--- src/rtl/ps2_pkg.sv ---
// Shared types and constants for the PS/2 key event controller: sequence FSM
// states, prefix/status byte values, err_flags bit positions and event width.
package ps2_pkg;

    typedef enum logic [1:0] {
        ST_IDLE = 2'd0,
        ST_E0   = 2'd1,
        ST_F0   = 2'd2,
        ST_E0F0 = 2'd3
    } ps2_state_e;

    localparam logic [7:0] PS2_PFX_EXT = 8'hE0;
    localparam logic [7:0] PS2_PFX_BRK = 8'hF0;

    localparam logic [7:0] PS2_BAT_OK  = 8'hAA;
    localparam logic [7:0] PS2_ACK     = 8'hFA;
    localparam logic [7:0] PS2_ECHO    = 8'hEE;
    localparam logic [7:0] PS2_RESEND  = 8'hFE;
    localparam logic [7:0] PS2_KERR0   = 8'h00;
    localparam logic [7:0] PS2_KERR1   = 8'hFF;

    localparam int ERR_OVF = 0;
    localparam int ERR_TMO = 1;
    localparam int ERR_RXE = 2;

    // Event word layout: {code[7:0], ext, break}
    localparam int EV_W = 10;

    function automatic logic is_status_discard(input logic [7:0] b);
        return (b == PS2_KERR0) || (b == PS2_ECHO) || (b == PS2_ACK) ||
               (b == PS2_RESEND) || (b == PS2_KERR1);
    endfunction

endpackage

--- src/rtl/ps2_event_fifo.sv ---
// First-word-fall-through event FIFO; a full FIFO accepts a push only when
// the head is popped in the same cycle, otherwise the push is reported as overflow.
module ps2_event_fifo
    import ps2_pkg::*;
#(
    parameter int DEPTH = 4,
    parameter int WIDTH = EV_W
) (
    input  logic             clk,
    input  logic             rst_n,
    input  logic             i_push,
    input  logic [WIDTH-1:0] i_data,
    input  logic             i_pop,
    output logic             o_valid,
    output logic [WIDTH-1:0] o_data,
    output logic             o_overflow
);

    localparam int AW = $clog2(DEPTH);

    logic [WIDTH-1:0] r_mem [DEPTH];
    logic [AW-1:0]    r_wr_ptr;
    logic [AW-1:0]    r_rd_ptr;
    logic [AW:0]      r_count;

    logic w_empty;
    logic w_full;
    logic w_do_push;
    logic w_do_pop;

    assign w_empty   = (r_count == '0);
    assign w_full    = (r_count == (AW+1)'(DEPTH));
    // Pop is gated by !empty, so push+pop on an empty FIFO is a plain enqueue.
    assign w_do_pop  = i_pop && !w_empty;
    assign w_do_push = i_push && (!w_full || w_do_pop);

    assign o_overflow = i_push && w_full && !w_do_pop;
    assign o_valid    = !w_empty;
    assign o_data     = w_empty ? '0 : r_mem[r_rd_ptr];

    always_ff @(posedge clk) begin
        if (w_do_push) begin
            r_mem[r_wr_ptr] <= i_data;
        end
    end

    always_ff @(posedge clk or negedge rst_n) begin
        if (!rst_n) begin
            r_wr_ptr <= '0;
            r_rd_ptr <= '0;
            r_count  <= '0;
        end else begin
            if (w_do_push) r_wr_ptr <= r_wr_ptr + 1'b1;
            if (w_do_pop)  r_rd_ptr <= r_rd_ptr + 1'b1;
            case ({w_do_push, w_do_pop})
                2'b10:   r_count <= r_count + 1'b1;
                2'b01:   r_count <= r_count - 1'b1;
                default: r_count <= r_count;
            endcase
        end
    end

endmodule

--- src/rtl/ps2_key_event_ctrl.sv ---
// PS/2 scan-code sequencer: decodes E0/F0 prefixes into key events queued in a
// FIFO. Define PS2_TYPEMATIC_FILTER_EN to drop auto-repeated makes of a held key.
module ps2_key_event_ctrl
    import ps2_pkg::*;
#(
    parameter int TIMEOUT_CYCLES = 200000,
    parameter int FIFO_DEPTH     = 4
) (
    input  logic       clk,
    input  logic       rst_n,
    input  logic       rx_valid,
    input  logic [7:0] rx_data,
    input  logic       rx_err,
    output logic       ev_valid,
    input  logic       ev_ready,
    output logic [7:0] ev_code,
    output logic       ev_ext,
    output logic       ev_break,
    output logic       bat_ok,
    output logic [2:0] err_flags,
    input  logic       err_clr,
    output logic [1:0] dbg_state
);

    localparam int CW = $clog2(TIMEOUT_CYCLES + 1);

    ps2_state_e      r_state;
    ps2_state_e      w_state_nxt;
    logic [CW-1:0]   r_tmo_cnt;
    logic            r_bat_ok;
    logic [2:0]      r_err;

    logic            w_byte;
    logic            w_timeout;
    logic            w_tmo_fire;
    logic            w_dec_push;
    logic            w_dec_ext;
    logic            w_dec_brk;
    logic            w_bat_set;
    logic            w_push;
    logic            w_ovf;
    logic [EV_W-1:0] w_fifo_dout;
    logic [2:0]      w_err_set;

    // A strobe with rx_err set carries a corrupt byte and is never decoded.
    assign w_byte     = rx_valid && !rx_err;
    assign w_timeout  = (r_state != ST_IDLE) && (r_tmo_cnt == CW'(TIMEOUT_CYCLES));
    assign w_tmo_fire = w_timeout && !rx_valid && !rx_err;

    always_ff @(posedge clk or negedge rst_n) begin
        if (!rst_n) begin
            r_state <= ST_IDLE;
        end else begin
            r_state <= w_state_nxt;
        end
    end

    always_comb begin
        w_state_nxt = r_state;
        if (rx_err) begin
            w_state_nxt = ST_IDLE;
        end else if (rx_valid) begin
            case (r_state)
                ST_IDLE: begin
                    if (rx_data == PS2_PFX_EXT)      w_state_nxt = ST_E0;
                    else if (rx_data == PS2_PFX_BRK) w_state_nxt = ST_F0;
                    else                             w_state_nxt = ST_IDLE;
                end
                ST_E0: begin
                    if (rx_data == PS2_PFX_BRK)      w_state_nxt = ST_E0F0;
                    else if (rx_data == PS2_PFX_EXT) w_state_nxt = ST_E0;
                    else                             w_state_nxt = ST_IDLE;
                end
                default: w_state_nxt = ST_IDLE;
            endcase
        end else if (w_timeout) begin
            w_state_nxt = ST_IDLE;
        end
    end

    always_comb begin
        w_dec_push = 1'b0;
        w_dec_ext  = 1'b0;
        w_dec_brk  = 1'b0;
        w_bat_set  = 1'b0;
        if (w_byte) begin
            case (r_state)
                ST_IDLE: begin
                    if (rx_data == PS2_BAT_OK) begin
                        w_bat_set = 1'b1;
                    end else if ((rx_data != PS2_PFX_EXT) && (rx_data != PS2_PFX_BRK) &&
                                 !is_status_discard(rx_data)) begin
                        w_dec_push = 1'b1;
                    end
                end
                ST_E0: begin
                    if ((rx_data != PS2_PFX_EXT) && (rx_data != PS2_PFX_BRK)) begin
                        w_dec_push = 1'b1;
                        w_dec_ext  = 1'b1;
                    end
                end
                ST_F0: begin
                    w_dec_push = 1'b1;
                    w_dec_brk  = 1'b1;
                end
                default: begin
                    w_dec_push = 1'b1;
                    w_dec_ext  = 1'b1;
                    w_dec_brk  = 1'b1;
                end
            endcase
        end
    end

`ifdef PS2_TYPEMATIC_FILTER_EN
    logic [7:0] r_last_code;
    logic       r_last_ext;
    logic       r_held;
    logic       w_same_key;

    assign w_same_key = (rx_data == r_last_code) && (w_dec_ext == r_last_ext);
    assign w_push     = w_dec_push && !(!w_dec_brk && r_held && w_same_key);

    always_ff @(posedge clk or negedge rst_n) begin
        if (!rst_n) begin
            r_last_code <= '0;
            r_last_ext  <= 1'b0;
            r_held      <= 1'b0;
        end else if (w_dec_push) begin
            if (!w_dec_brk) begin
                r_last_code <= rx_data;
                r_last_ext  <= w_dec_ext;
                r_held      <= 1'b1;
            end else if (w_same_key) begin
                r_held      <= 1'b0;
            end
        end
    end
`else
    assign w_push = w_dec_push;
`endif

    // Counter idles at zero in IDLE and restarts on every received strobe.
    always_ff @(posedge clk or negedge rst_n) begin
        if (!rst_n) begin
            r_tmo_cnt <= '0;
        end else if (rx_valid || rx_err || (r_state == ST_IDLE) || w_timeout) begin
            r_tmo_cnt <= '0;
        end else begin
            r_tmo_cnt <= r_tmo_cnt + 1'b1;
        end
    end

    assign w_err_set = {rx_err, w_tmo_fire, w_ovf};

    always_ff @(posedge clk or negedge rst_n) begin
        if (!rst_n) begin
            r_err    <= '0;
            r_bat_ok <= 1'b0;
        end else begin
            r_err    <= (err_clr ? 3'b000 : r_err) | w_err_set;
            r_bat_ok <= w_bat_set;
        end
    end

    ps2_event_fifo #(
        .DEPTH (FIFO_DEPTH),
        .WIDTH (EV_W)
    ) u_fifo (
        .clk        (clk),
        .rst_n      (rst_n),
        .i_push     (w_push),
        .i_data     ({rx_data, w_dec_ext, w_dec_brk}),
        .i_pop      (ev_ready),
        .o_valid    (ev_valid),
        .o_data     (w_fifo_dout),
        .o_overflow (w_ovf)
    );

    assign ev_code   = w_fifo_dout[9:2];
    assign ev_ext    = w_fifo_dout[1];
    assign ev_break  = w_fifo_dout[0];
    assign bat_ok    = r_bat_ok;
    assign err_flags = r_err;
    assign dbg_state = r_state;

endmodule
--- config.mk ---
export PLATFORM = sky130hd
export DESIGN_NAME = ps2_key_event_ctrl
export DESIGN_NICKNAME = d
export VERILOG_FILES = /design/src/rtl/ps2_pkg.sv /design/src/rtl/ps2_event_fifo.sv /design/src/rtl/ps2_key_event_ctrl.sv
export SDC_FILE = /design/constraint.sdc
export NUM_CORES = 1
export LEC_CHECK = 0
export CORE_MARGIN = 4
export CORE_UTILIZATION = 50
export DETAILED_ROUTE_END_ITERATION = 12
export PLACE_DENSITY = 0.71
export SLEW_MARGIN = 20
export SYNTH_ARGS = -nofsm -noshare
export SYNTH_HDL_FRONTEND = slang
export SYNTH_SLANG_ARGS = --single-unit
export TNS_END_PERCENT = 1
--- constraint.sdc ---
create_clock -name clk -period 2.8 [get_ports clk]
set_input_delay 0.84 -clock clk [delete_from_list [all_inputs] [get_ports clk]]
set_output_delay 0.84 -clock clk [all_outputs]
set_load 0.02 [all_outputs]
Word-level counts from Yosys, hierarchy flattened:

Memories as Yosys holds them, arrays and structs flattened.
Cells that the tools add are included.

* register bits after elaboration: 31
* memory bits (writable): 40
* output and inout port bits: 17
* memories: 1

* add/sub/neg operators: 5
* equal/unequal tests: 15
* muxes and demuxes: 26
* bitwise logic cells: 1
* reductions and logical operators: 32

Memory list
* u_fifo.r_mem: words 4, bits a word 10, rd ports 1, clocked after Yosys merged registers in 0, write ports 1, RTL line ps2_event_fifo.sv:21 `logic [WIDTH-1:0] r_mem [DEPTH];`

Operators with widths (number)
* equality test 8 bit (second input constant): 7
* adder 18 x 1 -> 18 bit (second input constant): 1
* equality test 18 bit (second input constant): 1
* two-way mux 18 bit: 1
* != test 8 bit (second input constant): 2
* two-way mux 1 bit: 13
* two-way mux 2 bit: 6
* logical AND 1 bit: 10
* two-way mux 10 bit: 1
* zero test 8 bit: 1
* logical OR 1 bit: 8
* zero test 1 bit: 6
* case mux 3 bit (2 select lines): 1
* adder 2 x 1 -> 2 bit (second input constant): 2
* equality test 2 x 1 -> 1 bit (second input constant): 2
* equality test 2 bit (second input constant): 2
* case mux 1 bit (2 select lines): 2
* case mux 2 bit (2 select lines): 1
* nonzero test 2 bit: 2
* OR reduction 2 bit: 2
* adder 3 x 1 -> 3 bit (second input constant): 1
* equality test 3 bit (second input constant): 1
* zero test 3 bit: 1
* two-way mux 3 bit: 1
* other kinds (4): 4

Depth between registers and ports, before layout:

* word-level depth: 14
* depth in mapped cells: 11
* gate-level depth less buffers: 11

Modules after synthesis:

From an unflattened synthesis, not the netlist that was laid out.

* cells, all modules: 257
* area, all modules: 3342.0 um^2

By module, submodules not included
* ps2_event_fifo: times used 1, cells an instance 114, area an instance 2030.7 um^2, seq. area each 1376.3 um^2
* ps2_key_event_ctrl: times used 1, cells an instance 143, area an instance 1311.3 um^2, seq. area each 600.6 um^2

Worst setup path before layout:

OpenSTA, ideal clock, no wires.

* path kind: input-to-reg
* start: input rx_data[0]
* end: register u_fifo.r_count[2]
* library setup time: 0.079 ns
* arrival time: 2.747 ns
* required time: 2.721 ns
* setup slack: -0.026 ns
* stages: 10
* path buffers: 0
* cell sequence: or4_4 > o31ai_4 > nor3b_2 > inv_1 > ha_1 > inv_1 > fa_1 > xor2_1 > nor2_1 > xor2_1

* word-level cells in the longest chain between the ends: 14
* elaborated cells on any way between the ends: 25
* those cells by class: eq/ne: 9; mux: 6; reduce/logical: 10

RTL lines
* start, declared: RTL line ps2_key_event_ctrl.sv:12 `input logic [7:0] rx_data,`
* equality test 8 bit or zero test 8 bit (tied branches): RTL line ps2_pkg.sv:30 `return (b == PS2_KERR0) || (b == PS2_ECHO) || (b == PS2_ACK) ||`
* logical OR 1 bit (3 in a row): RTL line ps2_pkg.sv:30
* logical OR 1 bit: RTL line ps2_pkg.sv:31 `(b == PS2_RESEND) || (b == PS2_KERR1);`
* zero test 1 bit: RTL line ps2_key_event_ctrl.sv:92 `!is_status_discard(rx_data)) begin`
* logical AND 1 bit: RTL line ps2_key_event_ctrl.sv:91 `end else if ((rx_data != PS2_PFX_EXT) && (rx_data != PS2_PFX_BRK) &&`
* two-way mux 1 bit: RTL line ps2_key_event_ctrl.sv:91
* two-way mux 1 bit: RTL line ps2_key_event_ctrl.sv:89 `if (rx_data == PS2_BAT_OK) begin`
* case mux 1 bit (2 select lines) (*): RTL line ps2_key_event_ctrl.sv:87 `case (r_state)`
* two-way mux 1 bit (*): RTL line ps2_key_event_ctrl.sv:86 `if (w_byte) begin`
* logical AND 1 bit (*): RTL line ps2_event_fifo.sv:35 `assign w_do_push = i_push && (!w_full || w_do_pop);`
* equality test 2 x 1 -> 1 bit or equality test 2 bit (tied branches): RTL line ps2_event_fifo.sv:55 `case ({w_do_push, w_do_pop})`
* case mux 3 bit (2 select lines) or nonzero test 2 bit (tied branches)
* end signal, assigned: RTL line ps2_event_fifo.sv:56 `2'b10: r_count <= r_count + 1'b1;`
* end signal, assigned: RTL line ps2_event_fifo.sv:57 `2'b01: r_count <= r_count - 1'b1;`
* end signal, assigned: RTL line ps2_event_fifo.sv:58 `default: r_count <= r_count;`
* end, declared: RTL line ps2_event_fifo.sv:24 `logic [AW:0] r_count;`

Every way passes the cells marked *; elsewhere a longest branch is shown, timed or not.
A chain may end at the register's enable or synchronous reset.

Worst setup path in the final report:

* start: input ev_ready
* end: register u_fifo.r_count[2]

* word-level cells in the longest chain between the ends: 5
* elaborated cells on any way between the ends: 7
* those cells by class: eq/ne: 2; mux: 1; reduce/logical: 4

RTL lines
* start, declared: RTL line ps2_key_event_ctrl.sv:15 `input logic ev_ready,`
* logical AND 1 bit (*): RTL line ps2_event_fifo.sv:34 `assign w_do_pop = i_pop && !w_empty;`
* logical OR 1 bit: RTL line ps2_event_fifo.sv:35
* logical AND 1 bit: RTL line ps2_event_fifo.sv:35
* equality test 2 x 1 -> 1 bit or equality test 2 bit (tied branches): RTL line ps2_event_fifo.sv:55
* case mux 3 bit (2 select lines) or nonzero test 2 bit (tied branches)

Marked as above.

==> impl_metrics.csv <==
group,metric,value,unit
sta,skew,0.00957,ns
logic_synthesis,ys_seq_elements,71,
cts,clk_latency,0.34,ns
final_layout,layout.nets,316,
logic_synthesis,synth_warnings,0,
setup_path,worst_ep_arrival_time,2.98,ns
detailed_routing,drt-total-wl,6.35,mm
sta,min_period_over_period,0.969,
logic_synthesis,synth_xor_area_frac,0.0606,
sta,holdWs,0.498,ns
sta,tns,0,ns
setup_path,crit_slowest_cell,"or4b_4",
sta,period_minus_slack,2.71,ns
global_route,grt_pass1_vias,2028,
global_route,antenna_found_initial,0,
detailed_routing,drtAntennaViolNets,0,
status,status,"finished, final reports clean",
power,p_seq_frac,0.418,
logic_synthesis,synth_top_family_by_area,"simple AND/OR/NAND/NOR gates",
cts,cts_buffers,9,
cts,cts_hold_buf,0,
floorplanning,initial_core_util,0.525,
placement,placed_cells_incl_taps,357,
logic_synthesis,synth_compound_area_frac,0.0279,
setup_path,required,3.07,ns
global_route,grt_max_degree,32,
setup_path,r2r_slack,0.53,ns
min_path,min_path_type,"register to register",
cts,cts-root-buf,"clkbuf_8",
logic_synthesis,synthCells,234,
detailed_routing,post_drt_wl_per_cell,17.0,um
power,p_int,0.00217,W
sta,max_freq,0.368,GHz
sta,finalMaxSlewViolations,0,
placement,dp_hpwl,4.39,mm
sta,slew_headroom,0.721,
setup_path,critPathMaxStageDelay,0.50,ns
sta,setup_viol,0,
detailed_routing,drc,0,
sta,max_slew.worst_pin.slew,0.415,ns
setup_path,path_max_fanout,2,
final_layout,utilization,0.660,
power,vdd_drop_max,552,uV
logic_synthesis,ys_types,38,
power,pwr-share-clk,0.254,
setup_path,crit_path_end_kind,"register",
setup_path,start_kind,"input pin",
global_route,grt_overflow,0,
cts,cts_max_level,3,
power,p_comb_frac,0.327,
floorplanning,die_x,87.8,um
logic_synthesis,synth_fa_ha_area_frac,0.0338,
floorplanning,io-pin-count,31,
sta,hold_violations,0,
power,power_density,776,nW/um2
logic_synthesis,synth_nets,256,
cts,cts_tree,"built",
power,switching_share,0.301,
final_layout,area_growth,25.8,%
logic_synthesis,synth_edf_count,40,
final_layout,drive_gt1_frac,0.231,
logic_synthesis,syn_area,3180,um2
placement,portBuffers,30,
sta,rsz0062_at_grt,"yes",
logic_synthesis,ys.flop_type,"edfxtp_1",
cts,cts_max_path_buffers,2,
floorplanning,rows,28,
setup_path,worstSetupPathType,"input pin to register",
detailed_routing,drt_pass1_iterations,4,
detailed_routing,drtIter0Drc,105,
floorplanning,die_h,87.8,um
floorplanning,die_area,7700,um2
detailed_routing,vias,1995,
cts,cts.sinks,71,
flow_run,timing.max_cap.violations,0,
floorplanning,fp.coreArea,6060,um2
logic_synthesis,synth.yosys.seq_area_share,0.622,
setup_path,r2r_start,"dbg_state[0]",
logic_synthesis,synthArstFlopShare,0.437,
logic_synthesis,muxShareOfSynthArea,0.0787,
cts,clk_pin_slew,0.08,ns
logic_synthesis,syn_area_per_cell,13.6,um2
final_layout,fin_cells,374,
setup_path,crit_path_frequent_cell,"xor2_1",
logic_synthesis,synthSimpleGateAreaFrac,0.151,
power,power.leakage,1.57,nW
placement,place.gp.congestion,0.780,
global_route,track_usage,0.185,
min_path,min_from,"u_fifo.r_count[2]",
setup_path,path_cells,"clkdlybuf4s50_1, or4b_4, nor3b_4, inv_1, ha_2, inv_2, fa_2, xor2_1, nor2_1, xor2_1",
global_route,grt_first_pass_wirelength,10.4,mm
detailed_routing,viasPerCell,5.33,
power,p_sw,0.000936,W
final_layout,diodes,0,
setup_path,crit_start,"ev_ready",
[per-stage QoR]
stage               setup WS, ns  power, W  cell area (um2)
detailed placement        -0.659   0.00241             3790
CTS                       0.0117   0.00313             3980
global placement          -0.568   0.00238             3790
floorplan                0.00346   0.00192             3190
global route             -0.0120   0.00328             4000
finish                    0.0862   0.00310             4000
[cell type report]
cell class,instances,area [um2]
Clock buffer,10,128
Clock inverter,6,62.6
Fill cell,457,2060
Inverter,14,52.6
Multi-Input combinational cell,143,1160
Sequential cell,71,1980
Tap cell,75,93.8
Timing Repair Buffer,55,523
[per-layer routing]
layer | global-route usage | routed length [um] | up-vias
met4 | 0.0837 | 126 | 0
met1 | 0.234 | 2770 | 986
met3 | 0.0367 | 251 | 11
li1 | - | - | 959
met5 | 0 | 0 | -
met2 | 0.310 | 3210 | 39
[layout by cell type (no fill, tap or decap), drive strengths merged, types with 4 or more instances in the layout]
| cell | n |
|---|---|
| nor3 | 4 |
| edfxtp | 40 |
| dlygate4sd2 | 8 |
| nand3 | 10 |
| nand2 | 10 |
| buf | 25 |
| nand4 | 4 |
| dfrtp | 31 |
| xor2 | 16 |
| and2 | 20 |
| xnor2 | 6 |
| clkdlybuf4s50 | 12 |
| nor2 | 26 |
| clkbuf | 15 |
| and3 | 4 |
| mux4 | 10 |
| ha | 7 |
| inv | 14 |
[cells in the mapped netlist (2+ instances only)]
cell / n / area [um2]
edfxtp_1: 40 / 1200
dfrtp_1: 31 / 776
nor2_1: 26 / 97.6
and2_1: 20 / 125
xor2_1: 16 / 140
inv_1: 14 / 52.6
mux4_2: 10 / 225
nand3_1: 10 / 50.1
nand2_1: 9 / 33.8
ha_1: 7 / 87.6
xnor2_1: 6 / 52.6
and3_1: 4 / 25.0
clkbuf_1: 4 / 15.0
nand4_1: 4 / 25.0
nor3_1: 4 / 20.0
a21oi_1: 3 / 15.0
nor4_1: 3 / 18.8
and4_1: 2 / 17.5
or3_1: 2 / 12.5
[sequential cells by signal, summed over array words and instances, names as in the netlist]
name / count
dbg_state: 2
u_fifo.r_rd_ptr: 2
u_fifo.r_count: 3
r_tmo_cnt: 18
u_fifo.r_mem: 40
err_flags: 3
u_fifo.r_wr_ptr: 2
bat_ok: 1
[critical path: cells and delay by family]
family,cells,cell delay (ns)
xor+xnor,2,0.28
fa+ha+maj,2,0.56
buf+inv,3,0.51
simple gates,3,0.78
[cell families (layout without fill, tap and decap cells)]
family | Yosys count | count (layout)
AND/OR/NAND/NOR | 90 | 90
flip-flops | 71 | 71
XOR/XNOR | 22 | 22
AO/OA/AOI/OAI | 11 | 11
multiplexers | 12 | 12
adder cells (fa/ha/maj) | 8 | 8
buffers and inverters | 20 | 85
[path summary, 6_finish.rpt]
check,end,cells past startpoint
max,u_fifo.r_count[2],10
min,u_fifo.r_count[2],1
max reg2reg,u_fifo.r_count[2],11
min reg2reg,u_fifo.r_count[2],1
max in group asynchronous,r_tmo_cnt[3],2
min in group asynchronous,u_fifo.r_count[2],2
[repair_timing]
| action | CTS | global route |
|---|---|---|
| pin swaps | 3 | 8 |
| setup endpoints to repair | 22 | 5 |
| resized for setup | 19 | 21 |
| setup buffers | 0 | 1 |
[power by group through the flow]
| stage | combinational [W] | sequential, W | clock, W |
|---|---|---|---|
| after floorplan | 0.000624 | 0.00130 | 0 |
| after global placement | 0.00107 | 0.00131 | 0 |
| after detailed placement | 0.00109 | 0.00132 | 0 |
| after CTS | 0.00102 | 0.00130 | 0.000811 |
| after global routing | 0.00111 | 0.00131 | 0.000861 |
| final | 0.00102 | 0.00130 | 0.000790 |
Note: power is estimated with default switching activity, not from simulation.
